## config.mk

```make
export PLATFORM = sky130hd
export DESIGN_NAME = jtdsp16_sout
export DESIGN_NICKNAME = d
export VERILOG_FILES = /design/src/rtl/jtdsp16_pkg.sv /design/src/rtl/jtdsp16_sout_shift.sv /design/src/rtl/jtdsp16_sout.sv
export SDC_FILE = /design/constraint.sdc
export NUM_CORES = 1
export LEC_CHECK = 0
export ABC_AREA = 1
export CORE_MARGIN = 2
export CORE_UTILIZATION = 50
export CTS_CLUSTER_SIZE = 12
export DETAILED_ROUTE_END_ITERATION = 8
export PLACE_DENSITY = 0.77
export SYNTH_ARGS = -nofsm -noshare
export SYNTH_HDL_FRONTEND = slang
export SYNTH_HIERARCHICAL = 1
export SYNTH_SLANG_ARGS = --single-unit
```

## constraint.sdc

```tcl
create_clock -name clk -period 1.5 [get_ports clk]
set_input_delay 0.3 -clock clk [delete_from_list [all_inputs] [get_ports clk]]
set_output_delay 0.3 -clock clk [all_outputs]
set_load 0.01 [all_outputs]
```

## src/rtl/jtdsp16_pkg.sv

```systemverilog
// Shared definitions for the DSP16 serial output receiver: FSM states and channel tags.
package jtdsp16_pkg;

    typedef enum logic {
        ST_IDLE  = 1'b0,
        ST_SHIFT = 1'b1
    } state_t;

    localparam logic CH_LEFT  = 1'b1;
    localparam logic CH_RIGHT = 1'b0;

    localparam int OUT_W = 16;

endpackage

```

## src/rtl/jtdsp16_sout_shift.sv

```systemverilog
// Serial word deserializer: ock rise detect, shift register, bit counter and a
// registered word-done strobe issued one clk after the final bit is captured.
module jtdsp16_sout_shift
    import jtdsp16_pkg::*;
#(
    parameter int WORD_LEN  = 16,
    parameter bit MSB_FIRST = 1'b1
) (
    input  logic             clk,
    input  logic             rst_n,
    input  logic             en,
    input  logic             ock,
    input  logic             sdo,
    input  logic             old,
    output logic             word_start,
    output logic             restart,
    output logic             word_done,
    output logic [OUT_W-1:0] word
);

    localparam int CNT_W = $clog2(WORD_LEN) + 1;

    logic                ock_l;
    logic                rise;
    state_t              state;
    state_t              state_nx;
    logic [CNT_W-1:0]    cnt;
    logic [WORD_LEN-1:0] sreg;
    logic [WORD_LEN-1:0] sreg_base;
    logic [WORD_LEN-1:0] sreg_nx;
    logic                capture;
    logic                last_bit;
    logic                complete;

    assign rise = ock & ~ock_l;

    always_ff @(posedge clk or negedge rst_n) begin
        if (!rst_n) ock_l <= 1'b0;
        else        ock_l <= ock;
    end

    always_ff @(posedge clk or negedge rst_n) begin
        if (!rst_n) state <= ST_IDLE;
        else        state <= state_nx;
    end

    always_comb begin
        state_nx = state;
        if (!en) begin
            state_nx = ST_IDLE;
        end else if (rise) begin
            case (state)
                ST_IDLE:  if (old) state_nx = ST_SHIFT;
                ST_SHIFT: begin
                    if (old)           state_nx = ST_SHIFT;
                    else if (last_bit) state_nx = ST_IDLE;
                end
                default:  state_nx = ST_IDLE;
            endcase
        end
    end

    // A word start always wins over an in-progress word; starting in SHIFT is a framing error.
    always_comb begin
        word_start = en & rise & old;
        restart    = word_start & (state == ST_SHIFT);
        capture    = en & rise & (old | (state == ST_SHIFT));
        last_bit   = (state == ST_SHIFT) & ~old & (cnt == CNT_W'(WORD_LEN - 1));
        complete   = en & rise & last_bit;
    end

    always_comb begin
        sreg_base = old ? '0 : sreg;
        if (MSB_FIRST) sreg_nx = {sreg_base[WORD_LEN-2:0], sdo};
        else           sreg_nx = {sdo, sreg_base[WORD_LEN-1:1]};
    end

    always_ff @(posedge clk) begin
        if (capture) sreg <= sreg_nx;
    end

    always_ff @(posedge clk or negedge rst_n) begin
        if (!rst_n) begin
            cnt       <= '0;
            word_done <= 1'b0;
        end else begin
            word_done <= complete;
            if (capture) cnt <= old ? CNT_W'(1) : cnt + CNT_W'(1);
        end
    end

    // Narrow words are zero-extended to the 16-bit sample width.
    always_comb begin
        word                 = '0;
        word[WORD_LEN-1:0]   = sreg;
    end

endmodule

```

## src/rtl/jtdsp16_sout.sv

```systemverilog
// DSP16 serial output sink: pairs left/right words into stereo samples and
// tracks framing errors (early load, missing left, repeated left).
module jtdsp16_sout
    import jtdsp16_pkg::*;
#(
    parameter int WORD_LEN  = 16,
    parameter bit MSB_FIRST = 1'b1
) (
    input  logic             clk,
    input  logic             rst_n,
    input  logic             en,
    input  logic             ock,
    input  logic             sdo,
    input  logic             old,
    input  logic             sadd,
    output logic             doen,
    input  logic             clr_err,
    output logic [OUT_W-1:0] left,
    output logic [OUT_W-1:0] right,
    output logic             sample,
    output logic             frame_err
);

    logic             word_start;
    logic             restart;
    logic             word_done;
    logic [OUT_W-1:0] word;
    logic             ch;
    logic             left_pend;
    logic [OUT_W-1:0] hold;
    logic             pair_err;
    logic             err_evt;

    jtdsp16_sout_shift #(
        .WORD_LEN  (WORD_LEN),
        .MSB_FIRST (MSB_FIRST)
    ) u_shift (
        .clk        (clk),
        .rst_n      (rst_n),
        .en         (en),
        .ock        (ock),
        .sdo        (sdo),
        .old        (old),
        .word_start (word_start),
        .restart    (restart),
        .word_done  (word_done),
        .word       (word)
    );

    always_ff @(posedge clk or negedge rst_n) begin
        if (!rst_n) doen <= 1'b0;
        else        doen <= en;
    end

    always_ff @(posedge clk or negedge rst_n) begin
        if (!rst_n)          ch <= CH_RIGHT;
        else if (word_start) ch <= sadd;
    end

    // A finished left word must find the slot empty; a finished right word must find it full.
    always_comb begin
        pair_err = word_done & en & ((ch == CH_LEFT) ? left_pend : ~left_pend);
        err_evt  = restart | pair_err;
    end

    always_ff @(posedge clk or negedge rst_n) begin
        if (!rst_n) begin
            left      <= '0;
            right     <= '0;
            hold      <= '0;
            sample    <= 1'b0;
            left_pend <= 1'b0;
        end else begin
            sample <= 1'b0;
            if (!en) begin
                left_pend <= 1'b0;
            end else if (word_done) begin
                if (ch == CH_LEFT) begin
                    hold      <= word;
                    left_pend <= 1'b1;
                end else begin
                    if (left_pend) left <= hold;
                    right     <= word;
                    sample    <= 1'b1;
                    left_pend <= 1'b0;
                end
            end
        end
    end

    always_ff @(posedge clk or negedge rst_n) begin
        if (!rst_n)       frame_err <= 1'b0;
        else if (err_evt) frame_err <= 1'b1;
        else if (clr_err) frame_err <= 1'b0;
    end

endmodule

```

* Yosys cells after proc, flatten, opt, wreduce, memory -nomap -nowiden *
Index checks and enable logic that the tools add are counted.

cells by class
  reduce and logical (&&, ||, !) cells = 4
  equal/unequal tests = 3
  multiplexer cells = 16
  bitwise logic cells = 17
  add/subtract/negate cells = 1

operators by type and width
  cell                 count
  $mux 1               14
  $and 1x1->1          10
  $reduce_and 3->1     2
  $add 5x1->5 const B  1
  $eq 5x4->1 const B   1
  $mux 5               1
  $not 1->1            5
  $ne 2x1->1 const B   2
  $reduce_and 4->1     1
  $or 1x1->1           2
  $pmux 1 s2           1
  $reduce_bool 2->1    1

word-level totals
  word-level logic and storage cells = 55
  bits of input ports = 8
  register bits after elaboration = 77
  output and inout bits = 35

* Longest topological paths before layout *
Gate-level depths: netlist (run 1).

  depth after elaboration = 8
  depth in mapped cells = 7
  depth with buffers taken out = 7

* By module *
Netlist (run 1), hierarchy kept.

modules (own cells, without submodules)
  module              instances  cells an instance  sequential area each (um^2)  area an instance (um^2)
  jtdsp16_sout        1          227                1326.3                       2077.0
  jtdsp16_sout_shift  1          100                680.7                        1052.3

* Worst setup path before layout (run 1) *
OpenSTA, ideal clock, no wires.

  kind = reg2reg
  start point = register u_shift.cnt[0]
  end point = register u_shift.cnt[4]
  setup time = 83 ps
  path buffers = 0
  path slack = 257 ps
  data arrival time = 1161 ps
  stages on the path, launching flop included = 8
  required time = 1417 ps
  clock period less this slack = 1243 ps
  path through = dfrtp_1 -> ha_1 -> inv_1 -> nor3_1 -> ha_1 -> nor2_1 -> nand2_1 -> o21ai_0

between the ends
  word-level cells in the longest chain between the ends = 2

ends and longest elaborated chain
  what                      RTL line                  source
  start: declaration        jtdsp16_sout_shift.sv:27  logic [CNT_W-1:0] cnt;
  start signal: assignment  jtdsp16_sout_shift.sv:88  if (capture) cnt <= old ? CNT_W'(1) : cnt + CNT_W'(1);
  $add 5x1->5               jtdsp16_sout_shift.sv:88
  $mux 5                    jtdsp16_sout_shift.sv:88

Every way passes these cells.
A chain may end at the register's enable or synchronous reset.

* Worst setup path in the final report (run 1) *
  start point = register right[14]
  end point = output right[14]

RTL lines
  what                      RTL line            source
  start: declaration        jtdsp16_sout.sv:19  output logic [OUT_W-1:0] right,
  start signal: assignment  jtdsp16_sout.sv:83  right <= word;

No word-level cell between the ends.

==> impl_metrics.py, run 1 <==
metrics = {
    "global_routing": {
        "grt_pass1_wl_um": 10600,
        "gr-total-overflow": 0,
        "first_global_vias": 2234,
        "antenna_found_initial": 0,
        "track_usage_pct": 19.1,
        "grt_max_degree": 34,
    },
    "final_layout": {
        "layout_common_cells": "nand2_1 (98), dfrtp_1 (61), inv_1 (43)",
        "layout_commonest_cell": "nand2_1",
        "diodes": 0,
        "drive_gt1_share_pct": 10.7,
        "finalNonFillerCells": 466,
        "fill_cells": 480,
        "area_growth_syn_to_layout_pct": 25.5,
        "final_area_um2": 3930,
        "nNetsFinal": 396,
    },
    "drt": {
        "first_pass_iters": 4,
        "drt_iter0_markers": 108,
        "wl_um": 6020,
        "drc": 0,
        "dr_total_vias": 2299,
        "ant_nets": 0,
        "wire_per_inst_um": 12.9,
        "viasPerCell": 4.93,
    },
    "placement": {
        "hpwl_um": 4260,
        "io_buffers": 42,
        "globalplace.congestion": 0.804,
        "place_area_um2": 3760,
        "dp_cells": 447,
    },
    "synth": {
        "ys.flop_type": "dfrtp_1",
        "yosys-top-cells-area": "dfrtp_1 (49%), edfxtp_1 (15%), nand2_1 (12%), o21ai_0 (5.3%), inv_1 (5.2%)",
        "synth-seq-cells": 77,
        "syn_area_um2": 3130,
        "async_reset_ff_share_pct": 79.2,
        "syn_avg_cell_area_um2": 9.57,
        "synthesis.nets": 337,
        "synth_edf_count": 16,
        "yosysTopAreaCellShare_pct": 48.8,
        "yosysSeqAreaShare_pct": 64.1,
        "yosysTopAreaCell": "dfrtp_1",
        "synth_warnings": 6,
        "synth_cells": 327,
        "synth_cell_types": 22,
    },
    "power_and_ir_drop": {
        "p_leak_nw": 2.18,
        "power_w": 0.00397,
        "vdd_drop_max_v": 0.000607,
        "cellPowerDensity_nw_per_um2": 1010,
    },
    "cts": {
        "tritoncts": "built",
        "htree_levels": 3,
        "clock_path_buffers": 2,
        "path_clk_slew_ns": 0.08,
        "clock-root-buffer": "clkbuf_8",
        "clock_latency_ns": 0.34,
        "cts-buffers-inserted": 9,
        "clock_sinks": 77,
    },
    "worst_setup_path": {
        "reg2reg_to": "u_shift/cnt[4]",
        "reg2reg_depth": 7,
        "crit_required_ns": 1.20,
        "worst-path-buf-inv": 1,
        "crit_path_start_kind": "flip-flop",
        "critical_path_arrival_ns": 1.03,
        "critPathCaptureType": "primary output",
        "crit_family": "flip-flops",
        "path_cells": "dlygate4sd2_1",
        "timing.rr.start": "u_shift/cnt[1]",
        "cp_slowest_stage_delay_ns": 0.41,
        "crit_fanout": 2,
        "path_class": "reg2out",
        "cp.depth": 1,
        "regToRegSetupSlack_ns": 0.17,
        "critPathSlowestCell": "dfrtp_1",
    },
    "floorplan": {
        "die_w_um": 83.1,
        "initial_core_util_pct": 52.2,
        "num_rows": 28,
        "io_pins": 43,
        "die_h_um": 83.1,
        "core_um2": 5990,
        "dieArea_um2": 6910,
    },
    "timing": {
        "slew_headroom_pct": 70.5,
        "tightestPinTransition_ns": 0.442,
        "fin_crit_ns": 1.33,
        "clock.fmax_mhz": 749,
        "finalCritPeriodShare_pct": 89.0,
        "finalHoldViolations": 0,
        "setup_violations": 0,
        "maxSlewViolCount": 0,
        "skew_ns": 0.00720,
        "rsz0062_at_grt": "no",
    },
    "run": {
        "cap_viol_max_count": 0,
    },
    "min_path": {
        "hold_path_class": "in2async",
    },
    "outcome": {
        "status": "finished, final reports clean",
    },
}
[worst max-delay path by stage]
stage                   start              to  slack, ns
5_1_grt        u_shift/cnt[1]  u_shift/cnt[4]       0.03
3_3_place_gp               en       right[15]      -0.12
6_report            right[14]       right[14]       0.17
2_1_floorplan  u_shift/cnt[0]  u_shift/cnt[4]       0.26
3_5_place_dp               en        left[14]      -0.17
4_1_cts        u_shift/cnt[1]  u_shift/cnt[4]       0.11
[repair_timing]
| action | in CTS | in global routing |
|---|---|---|
| pin swaps | 0 | 0 |
| buffers inserted | 0 | 2 |
| hold buffers | 1 | 0 |
| resized for setup | 35 | 1 |
| hold endpoints to repair | 16 | 0 |
| endpoints found under the setup margin | 35 | 1 |
[logic make-up after synthesis]
kind of cell | synth area share, %
AOI/OAI and AO/OA | 6.20
adders and majority gates | 0.800
buffers and inverters | 7.72
DFF | 64.1
and+or+nand+nor | 21.2
[layout make-up]
class | count | area, um^2 | area share (%)
Inverter | 47 | 179 | 4.56
Multi-Input combinational cell | 191 | 886 | 22.6
Timing Repair Buffer | 60 | 584 | 14.9
Sequential cell | 77 | 2010 | 51.1
Clock inverter | 2 | 35.0 | 0.892
Clock buffer | 14 | 143 | 3.63
Tap cell | 75 | 93.8 | 2.39
[registers in the layout, indices dropped and copies added (netlist names)]
signal and count:
u_shift/ock_l 1, doen 1, sample 1, right 16
u_shift/word_done 1, u_shift/cnt 5, frame_err 1, left 16
ch 1, u_shift/word 16, hold 16, u_shift/state 1
left_pend 1
[per-layer routing]
metal,track usage (%),wire length (um),up-vias
met5,0,0,-
met4,8.64,88,0
met3,3.38,247,8
met2,29.7,2890,55
met1,26.5,2790,1089
li1,-,-,1147
[Yosys cell counts, types with 4 or more instances]
master    instances
buf_2             5
clkbuf_1          4
dfrtp_1          61
edfxtp_1         16
inv_1            43
nand2_1          98
nand3_1          23
nor2_1           19
o21ai_0          33
[power by group]
| group | internal (W) | switching [W] |
|---|---|---|
| logic | 0.000117 | 0.000165 |
| registers | 0.00218 | 0.0000502 |
| clock network | 0.000771 | 0.000687 |
[per-stage QoR]
stage	hold slack (ns)	util [%]	TNS, ns	setup slack, ns
3_5_place_dp	0.268	62.8	-5.71	-0.168
4_1_cts	0.435	65.2	0	0.112
6_report	0.439	65.6	0	0.165
2_1_floorplan	0.00441	-	0	0.257
5_1_grt	0.475	65.6	0	0.0288
3_3_place_gp	0.263	62.8	-4.29	-0.125
(Power assumes the default switching activity.)
==> run 2, diff against run 1 <==
RECOVER_POWER = 50   (was default)
==> run 2 against run 1 <==
Wire length down 0.17%. Utilization shrank 0.46 points. Sequential power about the same. Via count is 0.43% lower. Combinational power is 4% lower. Non-clock buffer count is the same. Critical path type is now in2reg. Largest power group unchanged.
==> impl_metrics.py, run 2 (synthesis results as in run 1) <==
metrics = {
    "worst_setup_path": {
        "crit_family": "buffers and inverters",
        "critPathCaptureType": "flip-flop",
        "critPathSlowestCell": "dlygate4sd3_1",
        "crit_fanout": 20,
        "crit_required_ns": 1.55,
        "cp_slowest_stage_delay_ns": 0.56,
        "regToRegSetupSlack_ns": 0.17,
        "reg2reg_to": "u_shift/cnt[4]",
        "path_class": "in2reg",
        "reg2reg_depth": 7,
        "worst-path-buf-inv": 2,
        "crit_path_start_kind": "input port",
        "critical_path_arrival_ns": 1.44,
        "timing.rr.start": "u_shift/cnt[1]",
        "path_cells": "dlygate4sd3_1, nand3_1, nor2_8, buf_12",
    },
    "timing": {
        "finalCritPeriodShare_pct": 92.9,
        "clock.fmax_mhz": 717,
        "finalWorstSetupSlack_ns": 0.106,
        "setup_violations": 0,
        "tightestPinTransition_ns": 0.455,
        "slew_headroom_pct": 69.7,
        "fin_crit_ns": 1.39,
        "maxSlewViolCount": 0,
        "skew_ns": 0.00583,
        "rsz0062_at_grt": "no",
        "finalHoldViolations": 0,
    },
    "drt": {
        "drt_iter0_markers": 115,
        "ant_nets": 0,
        "viasPerCell": 4.91,
        "dr_total_vias": 2289,
        "wire_per_inst_um": 12.9,
        "drc": 0,
        "first_pass_iters": 4,
        "wl_um": 6010,
    },
    "final_layout": {
        "layout_commonest_cell": "nand2_1",
        "final_area_um2": 3900,
        "finalNonFillerCells": 466,
        "diodes": 0,
        "drive_gt1_share_pct": 10.5,
        "area_growth_syn_to_layout_pct": 24.6,
        "nNetsFinal": 396,
        "layout_common_cells": "nand2_1 (98), dfrtp_1 (61), inv_1 (43)",
    },
    "cts": {
        "clock_path_buffers": 2,
        "clock_sinks": 77,
        "clock_latency_ns": 0.34,
        "path_clk_slew_ns": 0.07,
        "htree_levels": 3,
        "clock-root-buffer": "clkbuf_8",
        "tritoncts": "built",
        "cts-buffers-inserted": 9,
    },
    "floorplan": {
        "die_h_um": 83.1,
        "io_pins": 43,
        "core_um2": 5990,
        "initial_core_util_pct": 52.2,
        "num_rows": 28,
        "die_w_um": 83.1,
        "dieArea_um2": 6910,
    },
    "global_routing": {
        "track_usage_pct": 19.1,
        "grt_pass1_wl_um": 10600,
        "first_global_vias": 2234,
        "gr-total-overflow": 0,
        "grt_max_degree": 34,
        "antenna_found_initial": 0,
    },
    "power_and_ir_drop": {
        "vdd_drop_max_v": 0.000602,
        "cellPowerDensity_nw_per_um2": 1020,
        "p_leak_nw": 2.18,
    },
    "outcome": {
        "status": "finished, final reports clean",
    },
    "placement": {
        "place_area_um2": 3760,
        "dp_cells": 447,
        "hpwl_um": 4260,
        "io_buffers": 42,
        "globalplace.congestion": 0.804,
        "dp_slack_ns": -0.168,
    },
    "min_path": {
        "hold_path_class": "in2async",
    },
    "run": {
        "cap_viol_max_count": 0,
    },
}
-- run 2: changes by cell type in the layout (fill, tap and decap cells not counted), sizes merged --
cell and delta:
buf -3, clkbuf +3, clkdlybuf4s50 -3, dlygate4sd3 +3
-- run 2: final cells by class --
class / count / area (um^2)
clock buffer: 14 / 143
clock inverter: 2 / 35.0
fill: 485 / 2090
inverter: 47 / 179
multi-input combinational: 191 / 873
sequential: 77 / 2010
tap: 75 / 93.8
timing repair buffer: 60 / 569
-- run 2: power by group --
group | internal [W] | total [W] | leakage, nW | switching [W]
registers | 0.00218 | 0.00223 | 0.990 | 0.0000502
logic | 0.000110 | 0.000272 | 1.10 | 0.000162
clock network | 0.000771 | 0.00146 | 0.0887 | 0.000687
-- run 2: worst max path at each step --
stage | to | startpoint | cells past startpoint | slack, ns
2_1_floorplan | u_shift/cnt[4] | u_shift/cnt[0] | 7 | 0.26
3_3_place_gp | right[15] | en | 6 | -0.12
3_5_place_dp | left[14] | en | 7 | -0.17
4_1_cts | u_shift/cnt[4] | u_shift/cnt[1] | 7 | 0.11
5_1_grt | u_shift/cnt[4] | u_shift/cnt[1] | 7 | 0.03
6_report | u_shift/word[6] | ock | 4 | 0.11
-- run 2: timing repair --
action | in CTS | in global routing
hold buffers | 1 | 0
resized for setup | 35 | 1
endpoints found under the hold margin | 16 | 0
setup buffers | 0 | 2
endpoints found under the setup margin | 35 | 1
-- run 2: metal layers --
metal	global-route usage, %	share of wire, %	up-vias
met2	29.7	47	49
met3	3.38	4.3	9
met1	26.5	47	1084
met4	8.64	1.7	0
met5	0	0	-
li1	-	-	1147
-- run 2: through the flow --
stage / power, W / TNS, ns / utilization, % / hold WS (ns)
finish: 0.00396 / 0 / 65.1 / 0.438
global route: 0.00412 / 0 / 65.1 / 0.480
CTS: 0.00399 / 0 / 65.2 / 0.435
detailed placement: 0.00253 / -5.71 / 62.8 / 0.268
global placement: 0.00252 / -4.29 / 62.8 / 0.263
floorplan: 0.00240 / 0 / - / 0.00441
-- run 2: worst register-to-register path: cells and delay by family (launching register included) --
family | cells | cell delay, ns
buffers and inverters | 1 | 0.06
adders and majority gates | 2 | 0.43
and+or+nand+nor | 3 | 0.30
DFF | 1 | 0.40
AOI/OAI and AO/OA | 1 | 0.06
==> run 3, diff against run 2 <==
SKIP_LAST_GASP = 1   (was default)
==> results of run 3 <==
No change in the layout: final DEF, timing and power equal those of run 2.
==> RTL change 1 (settings of run 3) <==
Set the package constant `OUT_W` to 32 (it was 16).
--- a/src/rtl/jtdsp16_pkg.sv
+++ b/src/rtl/jtdsp16_pkg.sv
@@ -10,5 +10,5 @@
     localparam logic CH_RIGHT = 1'b0;
 
-    localparam int OUT_W = 16;
+    localparam int OUT_W = 32;
 
 endpackage
Ports: changed (resized left and right); port bits go from 43 to 75. The function was not compared with the original's and may differ.
==> RTL change 1 against run 3 <==
- sequential cell count is 48 higher
- cell area is 74% higher
- largest cell class unchanged
- wire length is 79% higher
- highest routed layer unchanged
- non-clock buffer count is 39 higher
- worst setup slack worse by 0.088 ns
- power is 100% higher
- sequential share of layout area is 4.1 points lower
- critical path type is now flop to output pin
- area after synthesis is 71% higher
==> RTL change 1: results (changes against run 3) <==
The run finished with clean final reports. The maximum ir drop on the vdd rail was 0.678 mV (+13%). The sequential power came out at 3.53 mW (+58%). The routed length per placed instance was 13.6 µm (+5.8%). The clock latency on the worst-skew pair was 0.52 ns (+0.18 ns). For the number of detailed-route iterations in the first pass, the log shows 5 (+1). The tools report the total leakage power as 3.51 nW (+61%). Slowest stage cell on the critical path: sky130_fd_sc_hd__dfrtp_1. The largest net degree at the start of global routing came out at 76 (+120%). The run gives 0.845 (+5.1%) as the final RePlAce weighted congestion.

The tools report the net switching power as 1.79 mW (+99%). For the via count of the first global-routing pass, the log shows 3811 (+71%). The worst stage delay on the critical path came out at 0.39 ns (-0.17 ns). The number of cells in the design after placement was 757 (+69%). The detail-routed via count per cell came out at 4.87 (-0.91%).

The mean instance size in the synthesized netlist is 9.67 µm² (+1.0%), and the post-layout net count is 651 (+64%). Setup clock skew after layout: 0.00466 ns (-0.00117 ns). The async set-or-reset flop fraction in the synthesized netlist was 87.2% (+8.0 points); the initial detailed-routing violation count was 219 (+90%).

Yosys attributes the largest share of cell area to sky130_fd_sc_hd__dfrtp_1 51%, sky130_fd_sc_hd__nand2_1 12%, sky130_fd_sc_hd__edfxtp_1 9.0%, sky130_fd_sc_hd__inv_1 4.2%, sky130_fd_sc_hd__o21ai_0 3.9%. The ratio of cells with drive above 1 in the final layout came out at 15.4% (+5.0 points). The path class of the tightest hold or removal check is primary input to flop.

For the power of the clock network, the log shows 4.11 mW (+180%). The combined global-route utilization of all metal layers came out at 20.4% (+1.3 points). The measured slew at the worst slew-check pin is 0.974 ns (+0.520 ns), and the number of synthesis warnings is 6 (unchanged). Ranked by instance count, the synthesized netlist is headed by 169 x sky130_fd_sc_hd__nand2_1, 109 x sky130_fd_sc_hd__dfrtp_1, 59 x sky130_fd_sc_hd__inv_1. The count of input and output buffers works out to 74 (+76%). The fraction of the yosys area taken by sequential cells came out at 60.1% (-4.0 points). The top fanout value on the critical path came out at 2 (-90%). For the first-pass GRT wire length, the log shows 18.1 mm (+71%). The data arrival time at the worst-slack endpoint is 1.18 ns (-0.26 ns).

The family with the most delay on the worst path was flip-flops. Final non-filler cell total: 790 (+70%). The logs give 4 (+1) for the H-tree level count and 2 (unchanged) for the maximum count of clock buffers along a single path.

For the pre-CTS worst setup slack, the log shows -0.215 ns (-0.0469 ns). The met1 usage is 25.6% (-0.96 points), and the final total power is 7.99 mW (+100%). The number of fill cells was 777 (+60%). The tools report the half-perimeter wire length after detailed placement as 7.00 mm (+64%).
==> RTL change 1: layer usage <==
layer / vias to the layer above / wire [µm]
li1: 1885 / -
met1: 1847 / 4560
met2: 96 / 5520
met3: 17 / 478
met4: 0 / 212
met5: - / 0
==> RTL change 1: final cells by class <==
class | count | share of cell area, %
Sequential cell | 125 | 47.4
Multi-Input combinational cell | 335 | 23.4
Timing Repair Buffer | 99 | 14.2
Clock buffer | 19 | 6.52
Inverter | 63 | 3.53
Tap cell | 136 | 2.51
Clock inverter | 13 | 2.42
==> RTL change 1: worst paths after layout <==
check                               from               end  slack [ns]  cells past startpoint
setup / recovery               right[31]         right[31]        0.02                      1
setup reg to reg           u_shift/ock_l  u_shift/sreg[15]        0.09                      4
max in group asynchronous          rst_n           left[3]        0.22                      3
hold reg to reg                  left[9]           left[9]        0.47                      2
hold / removal                      sadd                ch        0.36                      3
min in group asynchronous          rst_n         right[30]        0.58                      3
==> RTL change 1: cell families after synthesis <==
logic type / after synthesis / synth area share [%]
AOI/OAI and AO/OA: 70 / 8.25
other: 1 / 0.0703
DFF: 125 / 60.1
and+or+nand+nor: 247 / 20.2
adders and majority gates: 2 / 0.469
buffers and inverters: 107 / 10.9
==> RTL change 1: per-stage QoR <==
step	area (µm²)	hold WS (ns)
after floorplan	5390	0.00441
after global placement	6250	0.282
after detailed placement	6250	0.287
after CTS	6820	0.272
after global routing	6770	0.372
final	6770	0.359
==> RTL change 1: timing repair <==
item,in CTS,in global routing
pin swaps,0,0
hold endpoints to repair,109,0
setup endpoints to repair,67,41
hold buffers,1,0
gates resized for setup,96,42
==> RTL change 1: worst register-to-register path, delay by kind of cell, from the launching register on <==
| family | cells | cell delay, ns |
|---|---|---|
| buf+inv | 2 | 0.44 |
| flops | 1 | 0.36 |
| simple gates | 2 | 0.25 |
==> RTL change 2 (flow settings as in run 3) <==
Without the edit above. Put one more register stage on the output `right`. The value now appears one clock later. The other outputs are not delayed to match.
--- a/src/rtl/jtdsp16_sout.sv
+++ b/src/rtl/jtdsp16_sout.sv
@@ -21,4 +21,6 @@
     output logic             frame_err
 );
+
+    logic [OUT_W-1:0] right_s0;
 
     logic             word_start;
@@ -67,5 +69,5 @@
         if (!rst_n) begin
             left      <= '0;
-            right     <= '0;
+            right_s0  <= '0;
             hold      <= '0;
             sample    <= 1'b0;
@@ -81,5 +83,5 @@
                 end else begin
                     if (left_pend) left <= hold;
-                    right     <= word;
+                    right_s0  <= word;
                     sample    <= 1'b1;
                     left_pend <= 1'b0;
@@ -95,4 +97,12 @@
     end
 
+    always_ff @(posedge clk or negedge rst_n) begin
+        if (!rst_n) begin
+            right <= '0;
+        end else begin
+            right <= right_s0;
+        end
+    end
+
 endmodule
 
Check against the original RTL: same outputs for any inputs over 10 cycles, from zero or initial values and one cycle with rst_n low; that may be too few to reach the edited logic, so the function may still have changed.
==> RTL change 2 against run 3 <==
- cell area increased by 10%
- area after synthesis grew 13%
- sequential cell count grew 16
- global-route usage fell by 0.58 points
- wire length grew 4.2%
- worst setup slack improved by 0.017 ns
- maximum frequency rose by 1.2%
- via count up 6.6%
- critical path depth increased by 2
- combinational power shrank 5%
- core utilization shrank 2.1 points
- power grew 13%
- critical path type unchanged
- critical endpoint is now right_s0[15]
==> RTL change 2: results (changes against run 3) <==
The number of fill cells was 580 (+20%); the clock latency on the worst-skew pair was 0.36 ns (+0.02 ns). The async set-or-reset flop fraction in the synthesized netlist was 82.8% (+3.6 points); the data arrival time at the worst-slack endpoint was 1.61 ns (+0.17 ns). The via count of the first global-routing pass was 2304 (+3.1%).

The number of nets produced by synthesis was 353 (+4.7%); the initial detailed-routing violation count was 140 (+22%). The largest net degree at the start of global routing is 78 (+130%). The count of input and output buffers was 42 (unchanged); the combined global-route utilization of all metal layers was 18.6% (-0.58 points). For this design, the slowest cell found on the critical path is sky130_fd_sc_hd__clkdlybuf4s50_1. The fraction of the yosys area taken by sequential cells came out at 68.2% (+4.1 points). Reg-to-reg setup timing slack: 0.13 ns (-0.04 ns). The measured slew at the worst slew-check pin works out to 0.673 ns (+0.218 ns). The first-pass GRT wire length came out at 10.8 mm (+2.3%).

By area the synthesized netlist is led by sky130_fd_sc_hd__dfrtp_1 55%, sky130_fd_sc_hd__edfxtp_1 14%, sky130_fd_sc_hd__nand2_1 10%, sky130_fd_sc_hd__o21ai_0 4.7%, sky130_fd_sc_hd__inv_1 4.6%. The detail-routed via count per cell is 4.89 (-0.49%). In this run the worst hold path is classified as flop to flop. Clock-pin slew was measured on the worst setup and hold paths at 0.08 ns. The net switching power is 1.06 mW (+18%). The count of buffers added by post-CTS timing repair for setup came out at 0 (unchanged). The half-perimeter wire length after detailed placement came out at 4.44 mm (+4.1%). The worst hold slack is 0.374 ns (-0.0645 ns). The top fanout value on the critical path was 10 (-50%); the total leakage power was 2.38 nW (+9.3%). The ratio of cells with drive above 1 in the final layout was 9.93% (-0.56 points); the number of CTS-inserted buffers was 9 (unchanged). Ranked by instance count, the synthesized netlist is headed by 98 x sky130_fd_sc_hd__nand2_1, 77 x sky130_fd_sc_hd__dfrtp_1, 43 x sky130_fd_sc_hd__inv_1. The run gives 6.26 mm (+4.2%) as the total routed wirelength. For the final RePlAce weighted congestion, the log shows 0.832 (+3.5%). The most used flip-flop cell after synthesis is sky130_fd_sc_hd__dfrtp_1. The post-layout net count came out at 408 (+3.0%). The maximum ir drop on the vdd rail was 0.557 mV (-7.4%); the worst stage delay on the critical path was 0.45 ns (-0.11 ns).

The flow ran to the end, and the final reports show no timing, DRC or antenna violations. The tools report the setup clock skew after layout as 0.0115 ns (+0.00571 ns).
-- RTL change 2: changes by cell type in the layout (fill, tap and decap cells not counted), sizes merged --
cell      delta
dfrtp       +16
clkinvlp     +3
inv          +1
buf          -2
clkinv       -1
bufinv       -1
clkbuf       -4
-- RTL change 2: routing by layer --
metal | vias to the layer above | part of all wire (%) | track usage, %
met1 | 1183 | 43 | 24.1
met4 | 0 | 2.5 | 7.85
met3 | 12 | 3.5 | 3.96
met2 | 54 | 51 | 30.4
li1 | 1190 | - | -
met5 | - | 0 | 0
-- RTL change 2: kinds of logic after synthesis --
kind of cell | Yosys count | synth area share, %
AO/OA/AOI/OAI | 38 | 5.49
adder cells (fa/ha/maj) | 2 | 0.709
buffers and inverters | 59 | 6.84
flip-flops | 93 | 68.2
AND/OR/NAND/NOR | 151 | 18.8
-- RTL change 2: final cells by class --
type	count	area, µm²	share of cell area (%)
clock buffers	12	155	3.60
clock inverters	4	31.3	0.726
inverters	47	179	4.15
multi-input cells	191	878	20.4
flip-flops and latches	93	2410	55.9
well taps	96	120	2.79
repair buffers	56	536	12.4
-- RTL change 2: through the flow --
step	instance area (µm²)	std cells	total power [mW]	setup WS (ns)
after CTS	4320	499	4.50	0.112
after global placement	4170	482	2.95	-0.0931
final	4310	499	4.46	0.123
after detailed placement	4170	482	2.97	-0.118
after floorplan	3530	343	2.84	0.257
after global routing	4310	499	4.64	0.00532
-- RTL change 2: path summary, 6_finish.rpt --
check                                 endpoint            from  cells past startpoint
worst max-delay path              right_s0[15]              en                      6
min in group asynchronous             right[5]           rst_n                      3
worst min-delay path                 right[13]    right_s0[13]                      0
worst max register to register  u_shift/cnt[4]  u_shift/cnt[0]                      7
worst min register to register       right[13]    right_s0[13]                      0
max in group asynchronous             hold[14]           rst_n                      3
-- RTL change 2: what timing repair did --
action                                  4_1_cts  5_1_grt
endpoints found under the setup margin       35        0
hold buffers                                  1        0
hold endpoints to repair                     77        0
resized for setup                            35        0
-- RTL change 2: power by group through the flow --
| stage | sequential [mW] | combinational, mW | clock, mW |
|---|---|---|---|
| floorplan | 2.69 | 0.144 | 0 |
| global placement | 2.70 | 0.251 | 0 |
| detailed placement | 2.70 | 0.263 | 0 |
| CTS | 2.65 | 0.265 | 1.58 |
| global route | 2.66 | 0.290 | 1.69 |
| finish | 2.65 | 0.258 | 1.55 |
